==> config.mk <==
export PLATFORM = sky130hd
export DESIGN_NAME = binary_gcd_engine_flat
export DESIGN_NICKNAME = d
export VERILOG_FILES = /design/src/rtl/binary_gcd_engine_pkg.sv /design/src/rtl/binary_gcd_engine_if.sv /design/src/rtl/binary_gcd_engine_step.sv /design/src/rtl/binary_gcd_engine.sv /design/src/flat_wrapper.sv
export SDC_FILE = /design/constraint.sdc
export NUM_CORES = 1
export LEC_CHECK = 0
export BUFFER_PORTS_ARGS = -buffer_cell sky130_fd_sc_hd__buf_2
export CAP_MARGIN = 5
export CELL_PAD_IN_SITES_DETAIL_PLACEMENT = 0
export CELL_PAD_IN_SITES_GLOBAL_PLACEMENT = 1
export CORE_UTILIZATION = 50
export DETAILED_ROUTE_END_ITERATION = 8
export GPL_TIMING_DRIVEN = 1
export PLACE_DENSITY_LB_ADDON = 0.1
export SKIP_LAST_GASP = 1
export SYNTH_ARGS = -nofsm -noshare
export SYNTH_HDL_FRONTEND = slang
export SYNTH_HIERARCHICAL = 1
export SYNTH_SLANG_ARGS = --single-unit
==> constraint.sdc <==
create_clock -name clk -period 5.7 [get_ports clk]
set_input_delay 0.57 -clock clk [delete_from_list [all_inputs] [get_ports clk]]
set_output_delay 0.57 -clock clk [all_outputs]
set_load 0.005 [all_outputs]
==> src/rtl/binary_gcd_engine_pkg.sv <==
// gcd_pkg: shared state encoding and width helpers for binary_gcd_engine.
`default_nettype none

package gcd_pkg;

  typedef enum logic [1:0] {
    S_IDLE = 2'd0,
    S_CALC = 2'd1,
    S_DONE = 2'd2
  } state_t;

  // The shift count k can reach WIDTH-1, so clog2(WIDTH)+1 bits always suffice.
  function automatic int k_width(input int w);
    return $clog2(w) + 1;
  endfunction

  // The step count is at most 2*WIDTH+1.
  function automatic int cnt_width(input int w);
    return $clog2(2 * w + 2);
  endfunction

  localparam int DEF_WIDTH = 16;
  localparam int K_W       = k_width(DEF_WIDTH);
  localparam int CNT_W     = cnt_width(DEF_WIDTH);

endpackage

`default_nettype wire

==> src/rtl/binary_gcd_engine_if.sv <==
// binary_gcd_engine_if: Begin/Complete handshake bundle for the GCD engine.
`default_nettype none

interface binary_gcd_engine_if #(
  parameter int WIDTH = 16
);
  logic             Begin;
  logic [WIDTH-1:0] a;
  logic [WIDTH-1:0] b;
  logic             busy;
  logic             Complete;
  logic [WIDTH-1:0] gcd;
`ifdef GCD_STEP_COUNT_EN
  logic [$clog2(2*WIDTH+2)-1:0] steps;

  modport master (output Begin, a, b, input busy, Complete, gcd, steps);
  modport slave  (input Begin, a, b, output busy, Complete, gcd, steps);
`else
  modport master (output Begin, a, b, input busy, Complete, gcd);
  modport slave  (input Begin, a, b, output busy, Complete, gcd);
`endif
endinterface

`default_nettype wire

==> src/rtl/binary_gcd_engine_step.sv <==
// binary_gcd_step: one combinational Stein iteration on (x, y, k).
`default_nettype none

module binary_gcd_step #(
  parameter int WIDTH = 16,
  parameter int K_W   = 5
) (
  input  wire logic [WIDTH-1:0] i_x,
  input  wire logic [WIDTH-1:0] i_y,
  input  wire logic [K_W-1:0]   i_k,
  output logic      [WIDTH-1:0] o_x,
  output logic      [WIDTH-1:0] o_y,
  output logic      [K_W-1:0]   o_k,
  output logic                  o_finish,
  output logic      [WIDTH-1:0] o_result
);

  always_comb begin
    o_x      = i_x;
    o_y      = i_y;
    o_k      = i_k;
    o_finish = 1'b0;
    o_result = '0;
    if (i_x == '0) begin
      o_finish = 1'b1;
      o_result = i_y << i_k;
    end else if (i_y == '0) begin
      o_finish = 1'b1;
      o_result = i_x << i_k;
    end else if (!i_x[0] && !i_y[0]) begin
      o_x = i_x >> 1;
      o_y = i_y >> 1;
      o_k = i_k + K_W'(1);
    end else if (!i_x[0]) begin
      o_x = i_x >> 1;
    end else if (!i_y[0]) begin
      o_y = i_y >> 1;
    end else if (i_x >= i_y) begin
      // Both odd: the difference is even, so the shift loses nothing.
      o_x = (i_x - i_y) >> 1;
    end else begin
      o_y = (i_y - i_x) >> 1;
    end
  end

endmodule

`default_nettype wire

==> src/rtl/binary_gcd_engine.sv <==
// binary_gcd_engine: iterative Stein GCD with Begin/Complete handshake.
// Optional macro GCD_STEP_COUNT_EN adds a CALC-cycle count output (steps).
`default_nettype none

module binary_gcd_engine
  import gcd_pkg::*;
#(
  parameter int WIDTH       = 16,
  parameter int DONE_CYCLES = 2
) (
  input wire logic          clk,
  input wire logic          rst_n,
  binary_gcd_engine_if.slave bus
);

  localparam int KW     = k_width(WIDTH);
  localparam int HOLD_W = (DONE_CYCLES > 1) ? $clog2(DONE_CYCLES) : 1;

  state_t             r_state, w_state_n;
  logic [WIDTH-1:0]   r_x, r_y, w_x_n, w_y_n;
  logic [KW-1:0]      r_k, w_k_n;
  logic [HOLD_W-1:0]  r_hold, w_hold_n;
  logic               r_busy, w_busy_n;
  logic               r_complete, w_complete_n;
  logic [WIDTH-1:0]   r_gcd, w_gcd_n;

  logic [WIDTH-1:0]   w_sx, w_sy, w_result;
  logic [KW-1:0]      w_sk;
  logic               w_finish;

`ifdef GCD_STEP_COUNT_EN
  localparam int CW = cnt_width(WIDTH);
  logic [CW-1:0] r_cnt, w_cnt_n, r_steps, w_steps_n;
`endif

  binary_gcd_step #(.WIDTH(WIDTH), .K_W(KW)) u_step (
    .i_x      (r_x),
    .i_y      (r_y),
    .i_k      (r_k),
    .o_x      (w_sx),
    .o_y      (w_sy),
    .o_k      (w_sk),
    .o_finish (w_finish),
    .o_result (w_result)
  );

  always_ff @(posedge clk or negedge rst_n) begin
    if (!rst_n) begin
      r_state    <= S_IDLE;
      r_x        <= '0;
      r_y        <= '0;
      r_k        <= '0;
      r_hold     <= '0;
      r_busy     <= 1'b0;
      r_complete <= 1'b0;
      r_gcd      <= '0;
`ifdef GCD_STEP_COUNT_EN
      r_cnt      <= '0;
      r_steps    <= '0;
`endif
    end else begin
      r_state    <= w_state_n;
      r_x        <= w_x_n;
      r_y        <= w_y_n;
      r_k        <= w_k_n;
      r_hold     <= w_hold_n;
      r_busy     <= w_busy_n;
      r_complete <= w_complete_n;
      r_gcd      <= w_gcd_n;
`ifdef GCD_STEP_COUNT_EN
      r_cnt      <= w_cnt_n;
      r_steps    <= w_steps_n;
`endif
    end
  end

  // Outputs are computed one cycle ahead so they can be driven straight from flops.
  always_comb begin
    w_state_n    = r_state;
    w_x_n        = r_x;
    w_y_n        = r_y;
    w_k_n        = r_k;
    w_hold_n     = r_hold;
    w_busy_n     = 1'b0;
    w_complete_n = 1'b0;
    w_gcd_n      = '0;
`ifdef GCD_STEP_COUNT_EN
    w_cnt_n      = r_cnt;
    w_steps_n    = '0;
`endif
    case (r_state)
      S_IDLE: begin
        if (bus.Begin) begin
          w_state_n = S_CALC;
          w_x_n     = bus.a;
          w_y_n     = bus.b;
          w_k_n     = '0;
          w_busy_n  = 1'b1;
`ifdef GCD_STEP_COUNT_EN
          w_cnt_n   = '0;
`endif
        end
      end
      S_CALC: begin
        w_busy_n = 1'b1;
`ifdef GCD_STEP_COUNT_EN
        w_cnt_n  = r_cnt + CW'(1);
`endif
        if (w_finish) begin
          w_state_n    = S_DONE;
          w_hold_n     = '0;
          w_complete_n = 1'b1;
          w_gcd_n      = w_result;
`ifdef GCD_STEP_COUNT_EN
          w_steps_n    = r_cnt + CW'(1);
`endif
        end else begin
          w_x_n = w_sx;
          w_y_n = w_sy;
          w_k_n = w_sk;
        end
      end
      S_DONE: begin
        if (r_hold == HOLD_W'(DONE_CYCLES - 1)) begin
          w_state_n = S_IDLE;
        end else begin
          w_hold_n     = r_hold + HOLD_W'(1);
          w_busy_n     = 1'b1;
          w_complete_n = 1'b1;
          w_gcd_n      = r_gcd;
`ifdef GCD_STEP_COUNT_EN
          w_steps_n    = r_steps;
`endif
        end
      end
      default: w_state_n = S_IDLE;
    endcase
  end

  assign bus.busy     = r_busy;
  assign bus.Complete = r_complete;
  assign bus.gcd      = r_gcd;
`ifdef GCD_STEP_COUNT_EN
  assign bus.steps    = r_steps;
`endif

endmodule

`default_nettype wire
==> src/flat_wrapper.sv <==
// flat-port wrapper written by rule: the top's interface ports become plain ports
module binary_gcd_engine_flat import gcd_pkg::*;
#(
  parameter int WIDTH       = 16,
  parameter int DONE_CYCLES = 2
)
  (clk, rst_n, bus_Begin, bus_a, bus_b, bus_busy, bus_Complete, bus_gcd);
  binary_gcd_engine_if #(.WIDTH(WIDTH)) bus_i ();
  input wire logic clk;
  input wire logic rst_n;
  input wire logic [$bits(bus_i.Begin)-1:0] bus_Begin;
  input wire logic [$bits(bus_i.a)-1:0] bus_a;
  input wire logic [$bits(bus_i.b)-1:0] bus_b;
  output wire logic [$bits(bus_i.busy)-1:0] bus_busy;
  output wire logic [$bits(bus_i.Complete)-1:0] bus_Complete;
  output wire logic [$bits(bus_i.gcd)-1:0] bus_gcd;
  assign bus_i.Begin = bus_Begin;
  assign bus_i.a = bus_a;
  assign bus_i.b = bus_b;
  assign bus_busy = bus_i.busy;
  assign bus_Complete = bus_i.Complete;
  assign bus_gcd = bus_i.gcd;
  binary_gcd_engine #(.WIDTH(WIDTH), .DONE_CYCLES(DONE_CYCLES)) u_core (.clk(clk), .rst_n(rst_n), .bus(bus_i));
endmodule
==> flow_summary.yaml, run 1 <==
grt:
  grt_usage_pct: 32.4
  gr-total-overflow: 0
  antenna_found_initial: 0
  grt_max_degree: 59
  grt_pass1_wl_um: 32200
  grt_pass1_vias: 5607
clocking:
  worstSkewPairLatency_ps: 340
  htreeDepth: 3
  clock_path_buffers: 2
  clk_pin_slew_ps: 60
  ctsResizeCount: 0
  cts_tree: "done"
  post_cts_buffers: 0
  cts_made_buffers: 9
  root_buffer: "clkbuf_16"
  cts.sinks: 58
  cts_hold_buffers: 0
yosys:
  synth_edf_count: 0
  synthArstFlopShare_pct: 100
  synth_xor_area_share_pct: 3.71
  yosysTopAreaCell: "dfrtp_1"
  synth_common_cells: "nand2_1 (66), nor2_1 (63), mux2_2 (61), dfrtp_1 (58), a21oi_1 (53)"
  synth_compound_area_share_pct: 24.8
  ys_warn_count: 6
  synth_most_common_cell: "nand2_1"
  syn-instance-count: 762
  synth_top_family_by_area: "compound AO/OA/AOI/OAI gates"
  ys_seq_area_share_pct: 22.7
  synthTopCellsByArea: "dfrtp_1 (23%), mux2_2 (11%), ha_1 (7.6%)"
  synth.cell_area_um2: 6380
  ys_ff_latch: 58
  syn_area_per_cell_um2: 8.37
  synthSimpleGateAreaFrac_pct: 16.6
  synth_fa_ha_area_share_pct: 8.27
  ys.flop_type: "dfrtp_1"
  yosysTopAreaCellShare_pct: 22.7
  syn-num-nets: 838
  synth_cell_type_count: 77
  muxShareOfSynthArea_pct: 16.7
place:
  port_buffers: 52
  hpwl_um: 15500
  place_congestion: 0.956
  place_area_um2: 6610
  placed_cells: 931
drt:
  route.detailed.drc: 0
  drt_pass1_iterations: 6
  wl_um: 20600
  wl_per_cell_um: 21.7
  drt_iter0_markers: 615
  via_count: 6045
  routed_via_density: 6.38
  postRouteAntennaNets: 0
cells_and_area:
  n_antenna_cell: 0
  stdcell_count: 947
  fin_nets: 850
  fillers: 1191
  utilization_pct: 56.7
  synthToLayoutAreaGrowth_pct: 8.55
  fin_area_um2: 6930
  drive_gt1_share_pct: 21.1
floorplanning:
  row_count: 40
  start_util_pct: 52.3
  die_h_um: 115
  die_x_um: 115
  dieArea_um2: 13200
  coreArea_um2: 12200
  ios: 53
setup_path:
  crit_path_start_kind: "register"
  crit_path_end_kind: "register"
  required_ps: 5920
  cp.arrival_ps: 4620
  worstSetupPathType: "register to register"
  crit_path_max_fanout: 17
sta:
  setup_tns_ps: 0
  fin_skew_ps: 8.14
  slew_violations: 0
  worst_slew_pin_slew_ps: 1070
  rsz0062_at_grt: "no"
  min_period_ps: 4400
  fmax_mhz: 227
  min_period_over_period_pct: 77.2
  report.final.hold_viol_count: 0
  slew_headroom_pct: 28.5
  finalSetupViolCount: 0
hold_path:
  hp-class: "input port to asynchronous set/reset pin"
outcome:
  status: "completed"
run:
  drv_cap: 0
==> critical path, cell delays in order, from the launching register on <==
cell and delay, ps:
dfrtp_1 660, inv_1 460, ha_1 370, fa_1 410
nor2b_1 180, o2111ai_1 190, a31oi_2 400, nor3_1 130
nor3_2 700, a222oi_1 220, mux2_2 320, mux2_4 260
==> routing by layer <==
| layer | vias up | track usage (%) | routed length [um] |
|---|---|---|---|
| li1 | 2802 | - | - |
| met1 | 2935 | 45.6 | 9330 |
| met2 | 268 | 50.0 | 9200 |
| met3 | 40 | 5.01 | 1500 |
| met4 | 0 | 12.0 | 535 |
| met5 | - | 0 | 0 |
==> cell type report <==
cell class	instances	area, um^2	area share [%]
well taps	168	210	3.03
inverters	46	173	2.49
multi-input cells	602	4480	64.6
clock buffers	10	239	3.45
flip-flops and latches	58	1450	21.0
clock inverters	6	80.1	1.16
repair buffers	57	298	4.30
==> cells by family after synthesis <==
family | after synthesis
AO/OA/AOI/OAI | 226
XOR/XNOR | 27
adder cells (fa/ha/maj) | 41
buffers and inverters | 102
flip-flops | 58
multiplexers | 91
AND/OR/NAND/NOR | 217
==> through the flow <==
stage	setup slack (ps)	hold slack [ps]
finish	1300	374
global route	1170	468
CTS	1480	428
detailed placement	1490	486
global placement	1550	486
floorplan	2060	274
==> placed cells by master (no fill, tap or decap), types with 5 or more instances in the layout <==
master | netlist | layout
a211oi_1 | 7 | 7
a21o_1 | 5 | 5
a21oi_1 | 53 | 53
a221o_1 | 6 | 6
a222oi_1 | 7 | 7
a22o_1 | 16 | 16
a31oi_1 | 8 | 8
and2_1 | 7 | 7
buf_2 | 14 | 52
buf_4 | 5 | 5
clkbuf_16 | 0 | 9
dfrtp_1 | 58 | 58
ha_1 | 39 | 38
inv_1 | 46 | 46
mux2_2 | 61 | 61
mux2_4 | 5 | 5
mux2i_1 | 20 | 20
nand2_1 | 66 | 66
nand2b_1 | 7 | 7
nand3_1 | 7 | 7
nand4_1 | 5 | 5
nor2_1 | 63 | 63
nor2b_1 | 16 | 16
nor3_1 | 12 | 12
nor4_1 | 10 | 10
o211ai_1 | 8 | 8
o21a_1 | 9 | 9
o21ai_0 | 47 | 47
o21ai_1 | 5 | 5
o221ai_1 | 9 | 9
o22ai_1 | 9 | 9
xnor2_1 | 17 | 17
xor2_1 | 10 | 10
==> sequential cells by signal, summed over array words and instances (netlist names) <==
register and count:
u_core/bus.busy 1, u_core/r_hold 1, u_core/r_k 5, u_core/r_state 2, u_core/bus.Complete 1, u_core/bus.gcd 16
u_core/r_y 16, u_core/r_x 16
==> worst paths after layout <==
| kind | from | endpoint | slack (ps) | depth (start not counted) |
|---|---|---|---|---|
| worst max register to register | u_core/r_x[0] | u_core/r_x[8] | 1300 | 11 |
| worst max-delay path | u_core/r_x[0] | u_core/r_x[8] | 1300 | 11 |
| max in group asynchronous | rst_n | u_core/r_y[11] | 4780 | 2 |
| min in group clk | u_core/bus.gcd[4] | u_core/bus.gcd[4] | 500 | 1 |
| worst min-delay path | rst_n | u_core/r_y[3] | 370 | 2 |
| worst min register to register | u_core/bus.gcd[4] | u_core/bus.gcd[4] | 500 | 1 |
Power of run 1 is not shown: default switching activity piles up to over one toggle a cycle in this logic, so the estimate is an artifact.
==> run 2, diff against run 1 <==
CORE_UTILIZATION = 47   (was 50)
clock period = 4.16 ns   (was 5.7 ns; I/O delays follow)
==> run 2 against run 1 <==
Cell area increased by 1.3%. Worst setup slack lost 900 ps. Clock-buffer cell count is 1 higher. Clock skew increased by 5.0 ps. Non-clock buffer count is 15 higher. Via count grew 0.73%. Utilization fell by 3.7 points. Die area is 6.3% higher.
==> flow_summary.yaml, run 2 (same netlist as run 1, synthesis figures left out) <==
drt:
  wl_per_cell_um: 21.5
  drt_pass1_iterations: 7
  via_count: 6089
  wl_um: 20800
  routed_via_density: 6.28
  drt_iter0_markers: 620
  route.detailed.drc: 0
  postRouteAntennaNets: 0
setup_path:
  reg2reg_depth: 9
  crit_path_start_kind: "register"
  cp.buffers_inverters: 1
  cp_slowest_stage_delay_ps: 760
  path_delay_family: "compound AO/OA/AOI/OAI gates"
  r2r_start: "u_core/r_x[13]"
  slowest_stage: "o21ai_0"
  cp.arrival_ps: 3990
  crit_path_max_fanout: 9
  worstSetupPathType: "register to register"
  reg2reg_to: "u_core/r_x[8]"
  crit_chain: "inv_1 > ha_1 > a21oi_1 > o21ai_0 > nor3_1 > nor3_2 > a222oi_1 > mux2_2 > mux2_4"
  crit_path_end_kind: "register"
  r2r_slack_ps: 400
  required_ps: 4380
cells_and_area:
  fillers: 1288
  stdcell_count: 970
  synthToLayoutAreaGrowth_pct: 9.96
  n_antenna_cell: 0
  multi_input_area_um2: 4480
  regArea_um2: 1450
  drive_gt1_share_pct: 22.5
  final_cell_mix: "nand2_1 (66), nor2_1 (63), mux2_2 (61), dfrtp_1 (57), a21oi_1 (53)"
  final_common_cell: "nand2_1"
  fin_nets: 865
place:
  placed_cells: 954
  place_congestion: 0.940
  port_buffers: 52
  hpwl_um: 15900
floorplanning:
  coreArea_um2: 13200
  dieArea_um2: 14000
  die_x_um: 119
  row_count: 42
  die_h_um: 119
  ios: 53
  start_util_pct: 48.2
clocking:
  htreeDepth: 3
  clk_pin_slew_ps: 60
  post_cts_buffers: 0
  cts_tree: "done"
  ctsResizeCount: 0
  cts_made_buffers: 9
  cts.sinks: 58
  cts_hold_buffers: 0
  worstSkewPairLatency_ps: 350
  clock_path_buffers: 2
  root_buffer: "clkbuf_16"
sta:
  setup_tns_ps: 0
  min_period_ps: 3760
  slew_headroom_pct: 34.3
  finalSetupViolCount: 0
  report.final.hold_viol_count: 0
  slew_violations: 0
  fmax_mhz: 266
  min_period_over_period_pct: 90.5
  rsz0062_at_grt: "no"
  worst_slew_pin_slew_ps: 982
  fin_skew_ps: 13.2
grt:
  grt_pass1_vias: 5825
  grt_max_degree: 54
  antenna_found_initial: 0
  grt_pass1_wl_um: 33000
  gr-total-overflow: 0
  grt_usage_pct: 30.8
hold_path:
  hp-class: "input port to asynchronous set/reset pin"
run:
  drv_cap: 0
outcome:
  status: "completed"
==> run 2: worst max-delay path by stage <==
| stage | startpoint | endpoint | slack, ps | cells after the start |
|---|---|---|---|---|
| floorplan | u_core/r_x[0] | u_core/r_x[6] | 520 | 15 |
| global placement | u_core/r_x[9] | u_core/r_y[13] | 540 | 11 |
| detailed placement | u_core/r_x[13] | u_core/r_x[8] | 520 | 9 |
| CTS | u_core/r_x[13] | u_core/r_x[8] | 510 | 9 |
| global route | u_core/r_y[2] | u_core/r_y[13] | 250 | 10 |
| finish | u_core/r_x[13] | u_core/r_x[8] | 400 | 9 |
==> run 2: area by class of cell <==
class                           count  area share, %
Clock buffer                       11           3.46
Clock inverter                      5          0.428
Inverter                           46           2.46
Multi-Input combinational cell    602           63.8
Sequential cell                    58           20.7
Tap cell                          176           3.14
Timing Repair Buffer               72           6.03
==> run 2: metal layers <==
metal	GRT usage [%]	wire [um]
met5	0	0
met4	13.0	739
met3	6.42	1380
met2	47.6	9350
met1	41.5	9330
==> run 2: metrics by stage <==
| step | utilization (%) | hold WS (ps) | area (um^2) | setup slack (ps) |
|---|---|---|---|---|
| floorplan | - | 120 | 6380 | 524 |
| global placement | 50.9 | 442 | 6740 | 544 |
| detailed placement | 50.9 | 477 | 6740 | 525 |
| CTS | 53.0 | 98.1 | 7020 | 507 |
| global route | 53.0 | 124 | 7020 | 248 |
| finish | 53.0 | 68.6 | 7020 | 397 |
Power of run 2 is left out for the same reason.
